**config.mk**
```make
export PLATFORM = sky130hd
export DESIGN_NAME = cla_pipe_adder_flat
export DESIGN_NICKNAME = d
export VERILOG_FILES = /design/src/rtl/cla_pipe_adder_pkg.sv /design/src/rtl/cla_pipe_adder_if.sv /design/src/rtl/cla_pipe_adder_cla4_grp.sv /design/src/rtl/cla_pipe_adder.sv /design/src/flat_wrapper.sv
export SDC_FILE = /design/constraint.sdc
export NUM_CORES = 1
export LEC_CHECK = 0
export ABC_AREA = 0
export CORE_MARGIN = 2
export CORE_UTILIZATION = 49
export CTS_CLUSTER_DIAMETER = 150
export DETAILED_ROUTE_END_ITERATION = 10
export PLACE_DENSITY = 0.69
export REMOVE_ABC_BUFFERS = 1
export SYNTH_ARGS = -nofsm -noshare
export SYNTH_HDL_FRONTEND = slang
export SYNTH_SLANG_ARGS = --single-unit
export TNS_END_PERCENT = 5
```
**constraint.sdc**
```tcl
create_clock -name clk -period 3.5 [get_ports clk]
set_input_delay 0.525 -clock clk [delete_from_list [all_inputs] [get_ports clk]]
set_output_delay 0.525 -clock clk [all_outputs]
set_load 0.02 [all_outputs]
```
**src/rtl/cla_pipe_adder_pkg.sv**
```systemverilog
// cla_pipe_pkg
//   Shared constants, helpers and types for the pipelined carry-lookahead
//   adder (cla_pipe_adder) and its 4-bit lookahead group (cla4_grp).
//
//   GRP_W      : width of one lookahead group (4 bits)
//   nstg()     : number of pipeline stages for a given WIDTH / GRP_PER_STG
//   stg_ctl_t  : fixed-width control part of one pipeline stage register
//
// The data part of a stage (resolved low sum bits and unresolved high a/b
// bits) is sized by the WIDTH parameter of the top, so it lives next to the
// control struct as per-stage arrays inside cla_pipe_adder.
package cla_pipe_pkg;

  localparam int GRP_W = 4;

  // Stage count: each stage resolves GRP_PER_STG groups of GRP_W bits.
  function automatic int nstg(input int width, input int grpPerStg);
    return width / (GRP_W * grpPerStg);
  endfunction

  // valid : stage holds a live operation (cleared for bubbles)
  // carry : carry out of the highest bit resolved so far
  // sub   : operation is a subtract (b is inverted group by group)
  typedef struct packed {
    logic valid;
    logic carry;
    logic sub;
  } stg_ctl_t;

endpackage

```
**src/rtl/cla_pipe_adder_if.sv**
```systemverilog
// cla_pipe_adder_if
//   Operand/result handshake bundle for cla_pipe_adder.
//
//   Input side : in_valid, in_ready, a, b, c0 (and sub when CLA_PIPE_SUB_EN)
//   Output side: out_valid, out_ready, sum, cout, ovf
//
//   modport master : operand issue / result writeback side
//   modport slave  : the adder itself
//
// Optional feature macro: CLA_PIPE_SUB_EN adds the 1-bit 'sub' operand flag.
interface cla_pipe_adder_if #(
  parameter int WIDTH = 16
);

  logic             in_valid;
  logic             in_ready;
  logic [WIDTH-1:0] a;
  logic [WIDTH-1:0] b;
  logic             c0;
`ifdef CLA_PIPE_SUB_EN
  logic             sub;
`endif
  logic             out_valid;
  logic             out_ready;
  logic [WIDTH-1:0] sum;
  logic             cout;
  logic             ovf;

`ifdef CLA_PIPE_SUB_EN
  modport master (
    output in_valid, a, b, c0, sub, out_ready,
    input  in_ready, out_valid, sum, cout, ovf
  );

  modport slave (
    input  in_valid, a, b, c0, sub, out_ready,
    output in_ready, out_valid, sum, cout, ovf
  );
`else
  modport master (
    output in_valid, a, b, c0, out_ready,
    input  in_ready, out_valid, sum, cout, ovf
  );

  modport slave (
    input  in_valid, a, b, c0, out_ready,
    output in_ready, out_valid, sum, cout, ovf
  );
`endif

endinterface

```
**src/rtl/cla_pipe_adder_cla4_grp.sv**
```systemverilog
// cla4_grp
//   Combinational 4-bit carry-lookahead group.
//
//   a_i, b_i : group operand bits
//   cin_i    : carry into bit 0 of the group
//   sum_o    : group sum bits
//   gp_o     : group propagate (all four bits propagate)
//   gg_o     : group generate (independent of cin_i)
//   c3_o     : carry into bit 3, used for signed overflow on the MSB group
module cla4_grp
  import cla_pipe_pkg::*;
(
  input  logic [GRP_W-1:0] a_i,
  input  logic [GRP_W-1:0] b_i,
  input  logic             cin_i,
  output logic [GRP_W-1:0] sum_o,
  output logic             gp_o,
  output logic             gg_o,
  output logic             c3_o
);

  logic [GRP_W-1:0] p;
  logic [GRP_W-1:0] g;
  logic [GRP_W-1:0] c;

  assign p = a_i ^ b_i;
  assign g = a_i & b_i;

  // Every internal carry is a flat sum of products of cin_i and the bit
  // p/g terms, so no carry waits on a lower one.
  assign c[0] = cin_i;
  assign c[1] = g[0] | (p[0] & cin_i);
  assign c[2] = g[1] | (p[1] & g[0]) | (p[1] & p[0] & cin_i);
  assign c[3] = g[2] | (p[2] & g[1]) | (p[2] & p[1] & g[0])
              | (p[2] & p[1] & p[0] & cin_i);

  assign sum_o = p ^ c;
  assign c3_o  = c[3];

  // Group P/G deliberately exclude cin_i so the stage-level lookahead can
  // combine groups without a combinational path through this carry.
  assign gp_o = &p;
  assign gg_o = g[3] | (p[3] & g[2]) | (p[3] & p[2] & g[1])
              | (p[3] & p[2] & p[1] & g[0]);

endmodule

```
**src/rtl/cla_pipe_adder.sv**
```systemverilog
// cla_pipe_adder
//   Pipelined, parametrised carry-lookahead adder. A WIDTH-bit add is split
//   into 4-bit lookahead groups; each of the NSTG pipeline stages resolves
//   GRP_PER_STG groups and hands its carry to the next stage in a register.
//   One operation per clock, NSTG cycles latency, full backpressure.
//
//   Parameters
//     WIDTH       : operand/sum width, a multiple of 4*GRP_PER_STG
//     GRP_PER_STG : 4-bit groups resolved per stage
//
//   Ports
//     clk   : rising-edge clock
//     rst_n : synchronous active-low reset
//     bus   : cla_pipe_adder_if.slave
//             in_valid/in_ready/a/b/c0[/sub] in, out_valid/out_ready/
//             sum/cout/ovf out
//
//   Optional feature macro: CLA_PIPE_SUB_EN
//     Defined  : bus.sub=1 computes a-b (b inverted, carry-in forced to 1).
//     Undefined: add only, sub is tied low internally.
module cla_pipe_adder
  import cla_pipe_pkg::*;
#(
  parameter int WIDTH       = 16,
  parameter int GRP_PER_STG = 1
) (
  input  logic             clk,
  input  logic             rst_n,
  cla_pipe_adder_if.slave  bus
);

  localparam int NSTG = nstg(WIDTH, GRP_PER_STG);
  localparam int NGRP = WIDTH / GRP_W;

  // Stage registers: control struct plus data. a_q/b_q are stored full
  // width for simple indexing; the already-resolved low bits are never read
  // again, so synthesis keeps only the unresolved high part.
  stg_ctl_t         ctl_q [NSTG];
  logic [WIDTH-1:0] sum_q [NSTG];
  logic [WIDTH-1:0] a_q   [NSTG];
  logic [WIDTH-1:0] b_q   [NSTG];
  logic             cmsb_q;

  logic             adv;
  logic             subIn;

  // Operands as seen by each stage (stage 0 from the bus, others from the
  // previous stage register).
  logic             stgValid [NSTG];
  logic             stgSub   [NSTG];
  logic             stgCin   [NSTG];
  logic             stgCout  [NSTG];
  logic [WIDTH-1:0] stgA     [NSTG];
  logic [WIDTH-1:0] stgB     [NSTG];
  logic [WIDTH-1:0] stgSum   [NSTG];
  logic [WIDTH-1:0] sum_d    [NSTG];

  wire  [NGRP-1:0]  grpP;
  wire  [NGRP-1:0]  grpG;
  logic [NGRP-1:0]  grpC;
  wire  [GRP_W-1:0] grpSum [NGRP];
  wire              grpC3  [NGRP];

`ifdef CLA_PIPE_SUB_EN
  assign subIn = bus.sub;
`else
  assign subIn = 1'b0;
`endif

  // Whole pipe moves together: it may shift whenever the output slot is
  // empty or being consumed this cycle.
  assign adv          = ~ctl_q[NSTG-1].valid | bus.out_ready;
  assign bus.in_ready = adv;

  // Carry into group n of a stage by full lookahead over the stage's group
  // P/G terms: cin & P[n-1..0] | G[m] & P[n-1..m+1] for every m < n.
  function automatic logic carryInto(
    input logic                   cin,
    input logic [GRP_PER_STG-1:0] p,
    input logic [GRP_PER_STG-1:0] g,
    input int                     n
  );
    logic c;
    logic t;
    c = cin;
    for (int m = 0; m < GRP_PER_STG; m++) begin
      if (m < n) c = c & p[m];
    end
    for (int m = 0; m < GRP_PER_STG; m++) begin
      if (m < n) begin
        t = g[m];
        for (int q = 0; q < GRP_PER_STG; q++) begin
          if (q > m && q < n) t = t & p[q];
        end
        c = c | t;
      end
    end
    return c;
  endfunction

  // Stage inputs. Subtract forces carry-in to 1 regardless of c0.
  always_comb begin
    stgValid[0] = bus.in_valid;
    stgSub[0]   = subIn;
    stgCin[0]   = subIn | bus.c0;
    stgA[0]     = bus.a;
    stgB[0]     = bus.b;
    stgSum[0]   = '0;
    for (int k = 1; k < NSTG; k++) begin
      stgValid[k] = ctl_q[k-1].valid;
      stgSub[k]   = ctl_q[k-1].sub;
      stgCin[k]   = ctl_q[k-1].carry;
      stgA[k]     = a_q[k-1];
      stgB[k]     = b_q[k-1];
      stgSum[k]   = sum_q[k-1];
    end
  end

  // One lookahead group per 4 bits; each group belongs to stage j/GRP_PER_STG
  // and inverts b itself using that stage's carried sub flag.
  for (genvar j = 0; j < NGRP; j++) begin : g_grp
    localparam int K = j / GRP_PER_STG;
    wire [GRP_W-1:0] bEff;

    assign bEff = stgB[K][j*GRP_W +: GRP_W] ^ {GRP_W{stgSub[K]}};

    cla4_grp u_grp (
      .a_i   (stgA[K][j*GRP_W +: GRP_W]),
      .b_i   (bEff),
      .cin_i (grpC[j]),
      .sum_o (grpSum[j]),
      .gp_o  (grpP[j]),
      .gg_o  (grpG[j]),
      .c3_o  (grpC3[j])
    );
  end

  // Group carries and stage carry-out, all in parallel from the stage's
  // incoming carry.
  always_comb begin
    grpC = '0;
    for (int k = 0; k < NSTG; k++) begin
      for (int g = 0; g < GRP_PER_STG; g++) begin
        grpC[k*GRP_PER_STG + g] = carryInto(stgCin[k],
                                            grpP[k*GRP_PER_STG +: GRP_PER_STG],
                                            grpG[k*GRP_PER_STG +: GRP_PER_STG],
                                            g);
      end
      stgCout[k] = carryInto(stgCin[k],
                             grpP[k*GRP_PER_STG +: GRP_PER_STG],
                             grpG[k*GRP_PER_STG +: GRP_PER_STG],
                             GRP_PER_STG);
    end
  end

  // Each stage appends its freshly resolved groups to the sum so far.
  always_comb begin
    for (int k = 0; k < NSTG; k++) begin
      sum_d[k] = stgSum[k];
      for (int g = 0; g < GRP_PER_STG; g++) begin
        sum_d[k][(k*GRP_PER_STG + g)*GRP_W +: GRP_W] = grpSum[k*GRP_PER_STG + g];
      end
    end
  end

  // Valid bits always shift on adv so bubbles travel; data only loads for
  // live operations, which keeps the result registers quiet across bubbles.
  always_ff @(posedge clk) begin
    if (!rst_n) begin
      for (int k = 0; k < NSTG; k++) begin
        ctl_q[k] <= '0;
        sum_q[k] <= '0;
        a_q[k]   <= '0;
        b_q[k]   <= '0;
      end
      cmsb_q <= 1'b0;
    end else if (adv) begin
      for (int k = 0; k < NSTG; k++) begin
        ctl_q[k].valid <= stgValid[k];
        if (stgValid[k]) begin
          ctl_q[k].carry <= stgCout[k];
          ctl_q[k].sub   <= stgSub[k];
          sum_q[k]       <= sum_d[k];
          a_q[k]         <= stgA[k];
          b_q[k]         <= stgB[k];
        end
      end
      if (stgValid[NSTG-1]) begin
        cmsb_q <= grpC3[NGRP-1];
      end
    end
  end

  assign bus.out_valid = ctl_q[NSTG-1].valid;
  assign bus.sum       = sum_q[NSTG-1];
  assign bus.cout      = ctl_q[NSTG-1].carry;
  assign bus.ovf       = cmsb_q ^ ctl_q[NSTG-1].carry;

endmodule

```
**src/flat_wrapper.sv**
```systemverilog
// flat-port wrapper written by rule: the top's interface ports become plain ports
module cla_pipe_adder_flat import cla_pipe_pkg::*;
#(
  parameter int WIDTH       = 16,
  parameter int GRP_PER_STG = 1
)
  (clk, rst_n, bus_in_valid, bus_a, bus_b, bus_c0, bus_out_ready, bus_in_ready, bus_out_valid, bus_sum, bus_cout, bus_ovf);
  cla_pipe_adder_if #(.WIDTH(WIDTH)) bus_i ();
  input  logic clk;
  input  logic rst_n;
  input wire logic [$bits(bus_i.in_valid)-1:0] bus_in_valid;
  input wire logic [$bits(bus_i.a)-1:0] bus_a;
  input wire logic [$bits(bus_i.b)-1:0] bus_b;
  input wire logic [$bits(bus_i.c0)-1:0] bus_c0;
  input wire logic [$bits(bus_i.out_ready)-1:0] bus_out_ready;
  output wire logic [$bits(bus_i.in_ready)-1:0] bus_in_ready;
  output wire logic [$bits(bus_i.out_valid)-1:0] bus_out_valid;
  output wire logic [$bits(bus_i.sum)-1:0] bus_sum;
  output wire logic [$bits(bus_i.cout)-1:0] bus_cout;
  output wire logic [$bits(bus_i.ovf)-1:0] bus_ovf;
  assign bus_i.in_valid = bus_in_valid;
  assign bus_i.a = bus_a;
  assign bus_i.b = bus_b;
  assign bus_i.c0 = bus_c0;
  assign bus_i.out_ready = bus_out_ready;
  assign bus_in_ready = bus_i.in_ready;
  assign bus_out_valid = bus_i.out_valid;
  assign bus_sum = bus_i.sum;
  assign bus_cout = bus_i.cout;
  assign bus_ovf = bus_i.ovf;
  cla_pipe_adder #(.WIDTH(WIDTH), .GRP_PER_STG(GRP_PER_STG)) u_core (.clk(clk), .rst_n(rst_n), .bus(bus_i));
endmodule
```
==> results.yml <==
clock_network:
  clock_sinks: 97
  cts_tree: "yes"
  cts_made_buffers: 9
  cts.clk_slew.worst_paths_ns: 0.09
  cts-htree-levels: 3
  clock_latency_ns: 0.36
  cts_setup_buffers: 0
  cts_buffer_depth: 2
  postCtsHoldBufs: 0
  cts_root_buffer: "clkbuf_8"
  post_cts_resized: 0
detailed_routing:
  drt-wirelength-per-cell_um: 11.64
  post_drt_via_cell_ratio: 4.831
  routed_wl_um: 5367
  vias: 2227
  first_pass_iters: 4
  drtAntennaViolNets: 0
  drc_errors: 0
  first_iter_violations: 61
sta:
  whs_ns: 0.5237
  fin_ws_ns: 1.048
  timing.final.crit_period_ns: 2.452
  relSlewSlack_pct: 35.96
  finClkSkew_ns: 0.007946
  final-max-slew-violation-count: 0
  post-route-period-util_pct: 70.04
  worst_slew_pin_slew_ns: 0.9583
  fin_tns_setup_ns: 0
  max_clock_freq_mhz: 407.9
  setup_viol: 0
  rsz0062_at_grt: "false"
  finalHoldViolations: 0
floorplan:
  core_sq_um: 8636
  start_util_pct: 49.97
  die_width_um: 97.85
  io-pin-count: 57
  dieArea_sq_um: 9574
  row_count: 34
  fp.dieH_um: 97.85
yosys:
  synth_cell_type_count: 30
  yosysSeqAreaShare_pct: 67.27
  ys_top_cells_by_count: "edfxtp_1 (96), and2_1 (72), ha_1 (16)"
  synth_top_area_cell: "edfxtp_1"
  synthFlopType: "edfxtp_1"
  avgSynthCellArea_sq_um: 14.93
  ys_top_cells_by_area: "edfxtp_1 (67%), and2_1 (10%), ha_1 (4.6%)"
  ys_ff_latch: 97
  yosysWarnings: 0
  synth_top_area_share_pct: 66.80
  yosysMostFrequentCell: "edfxtp_1"
  synthCells: 289
  synth_edf_count: 96
  synth_area_sq_um: 4315
  synthArstFlopShare_pct: 0
setup_path:
  crit_required_ns: 2.97
  crit_path_end_kind: "output pin"
  timing.reg2reg.setup_slack_ns: 1.63
  crit_fanout: 20
  crit_type: "input port to output pin"
  r2r_cells: 3
  rr_endpoint: "u_core.sum_q[1][7]"
  endpoint: "bus_in_ready"
  cp-start-kind: "input port"
  crit_arrival_ns: 1.93
  worstSetupStartpoint: "bus_out_ready"
  worstReg2RegStart: "u_core.ctl_q[0][11]"
place:
  io_buffer_count: 56
  place_hpwl_um: 3916
  place.gp.congestion: 0.7548
  dp_slack_ns: 1.019
  dp_cells: 445
layout:
  multiInputGateArea_sq_um: 1257
  syn_to_final_growth_pct: 18.56
  seq_area_sq_um: 2903
  nets: 405
  final_cells: 461
  antennaDiodeCount: 0
  drive_gt1_share_pct: 8.782
  nFillCells: 681
global_route:
  grtUsageMet1_pct: 16.27
  busiest_layer: "met2"
  grt_pass1_wl_um: 9418
  grt_remaining_overflow: 0
  gr-usage-met2_pct: 19.13
  met3_usage_pct: 3.794
  grt_pass1_vias: 2049
  grt_antenna_before_repair: 0
  track_usage_pct: 12.60
  grt_max_degree: 30
hold_path:
  hold_start: "u_core.sum_q[2][2]"
  holdPathStages: 1
  min_path_type: "register to register"
power:
  ir_drop_v: 0.0001905
  powerDensity_nw_per_um2: 442.9
  seqPwrFrac_pct: 60.8
  leakage_nw: 1.984
  power_frac_clock_pct: 29.1
  p_int_w: 0.001736
  switchingPower_w: 0.0005299
  p_comb_share_pct: 10.1
  report.power.total_w: 0.002266
  swShare_pct: 23.38
flow_run:
  drv_cap: 0
outcome:
  status: "complete, no violations"
## area by class of cell
cell class | instances | area share (%)
clock buffer | 10 | 2.494
tap | 108 | 2.641
sequential | 97 | 56.74
timing repair buffer | 58 | 11.25
multi-input combinational | 165 | 24.58
clock inverter | 6 | 1.003
inverter | 17 | 1.296
## worst min-delay path by stage
| stage | endpoint | slack [ns] |
|---|---|---|
| floorplan | u_core.a_q[0][24] | 0.50 |
| global placement | u_core.sum_q[1][3] | 0.50 |
| detailed placement | u_core.sum_q[3][2] | 0.50 |
| CTS | u_core.sum_q[2][2] | 0.52 |
| global route | u_core.sum_q[3][10] | 0.54 |
| finish | u_core.sum_q[3][2] | 0.52 |
## state kept, by name, indices dropped and copies added, names as in the netlist
| register | flops |
|---|---|
| u_core.sum_q | 40 |
| u_core.a_q | 24 |
| u_core.b_q | 24 |
| u_core.ctl_q | 8 |
| u_core.cmsb_q | 1 |
## cell families after synthesis
kind of cell / after synthesis / share of synthesized area [%]
buffers and inverters: 27 / 3.595
AND/OR/NAND/NOR: 110 / 15.95
flip-flops: 97 / 67.27
adder cells (fa/ha/maj): 20 / 6.495
XOR/XNOR: 5 / 1.015
AO/OA/AOI/OAI: 26 / 4.755
multiplexers: 4 / 0.9278
## through the flow
stage / utilization [%] / cell area [sq um]
2_1_floorplan: - / 4227
3_3_place_gp: 57.17 / 4937
3_5_place_dp: 57.17 / 4937
4_1_cts: 59.24 / 5116
5_1_grt: 59.24 / 5116
6_report: 59.24 / 5116
## worst max-delay path: stages
cell	delay [ns]
clkdlybuf4s50_1	0.46
nand2b_4	0.28
clkdlybuf4s50_1	0.66
## power groups by stage
| stage | clock (W) | sequential, W | combinational (W) |
|---|---|---|---|
| 3_3_place_gp | 0 | 0.00140 | 0.000225 |
| 3_5_place_dp | 0 | 0.00141 | 0.000232 |
| 2_1_floorplan | 0 | 0.00141 | 0.000119 |
| 6_report | 0.000660 | 0.00138 | 0.000229 |
| 4_1_cts | 0.000675 | 0.00138 | 0.000232 |
| 5_1_grt | 0.000726 | 0.00139 | 0.000256 |
## metal layers
layer,part of all wire (%),vias up
met3,5.1,10
met1,46,1008
met4,2.4,0
met5,0,-
li1,-,1157
met2,47,52
## cell usage in the layout (no fill, tap or decap), types with 2 or more instances in the layout
master           instances
clkdlybuf4s50_1         56
o2bb2ai_1                4
o21ba_2                  4
mux2i_1                  4
nand4_1                  4
nand4b_1                 4
clkbuf_8                 9
nor3_1                   4
o21ai_0                  4
fa_1                     4
ha_1                    16
and2_1                  72
edfxtp_1                96
nand3_4                  3
xor2_1                   5
nor2_1                  12
buf_4                    2
a211oi_1                 8
clkinvlp_4               3
nand2_1                  8
inv_1                   13
inv_2                    3
a21o_1                   4
Power figures use the tool's default switching activity.
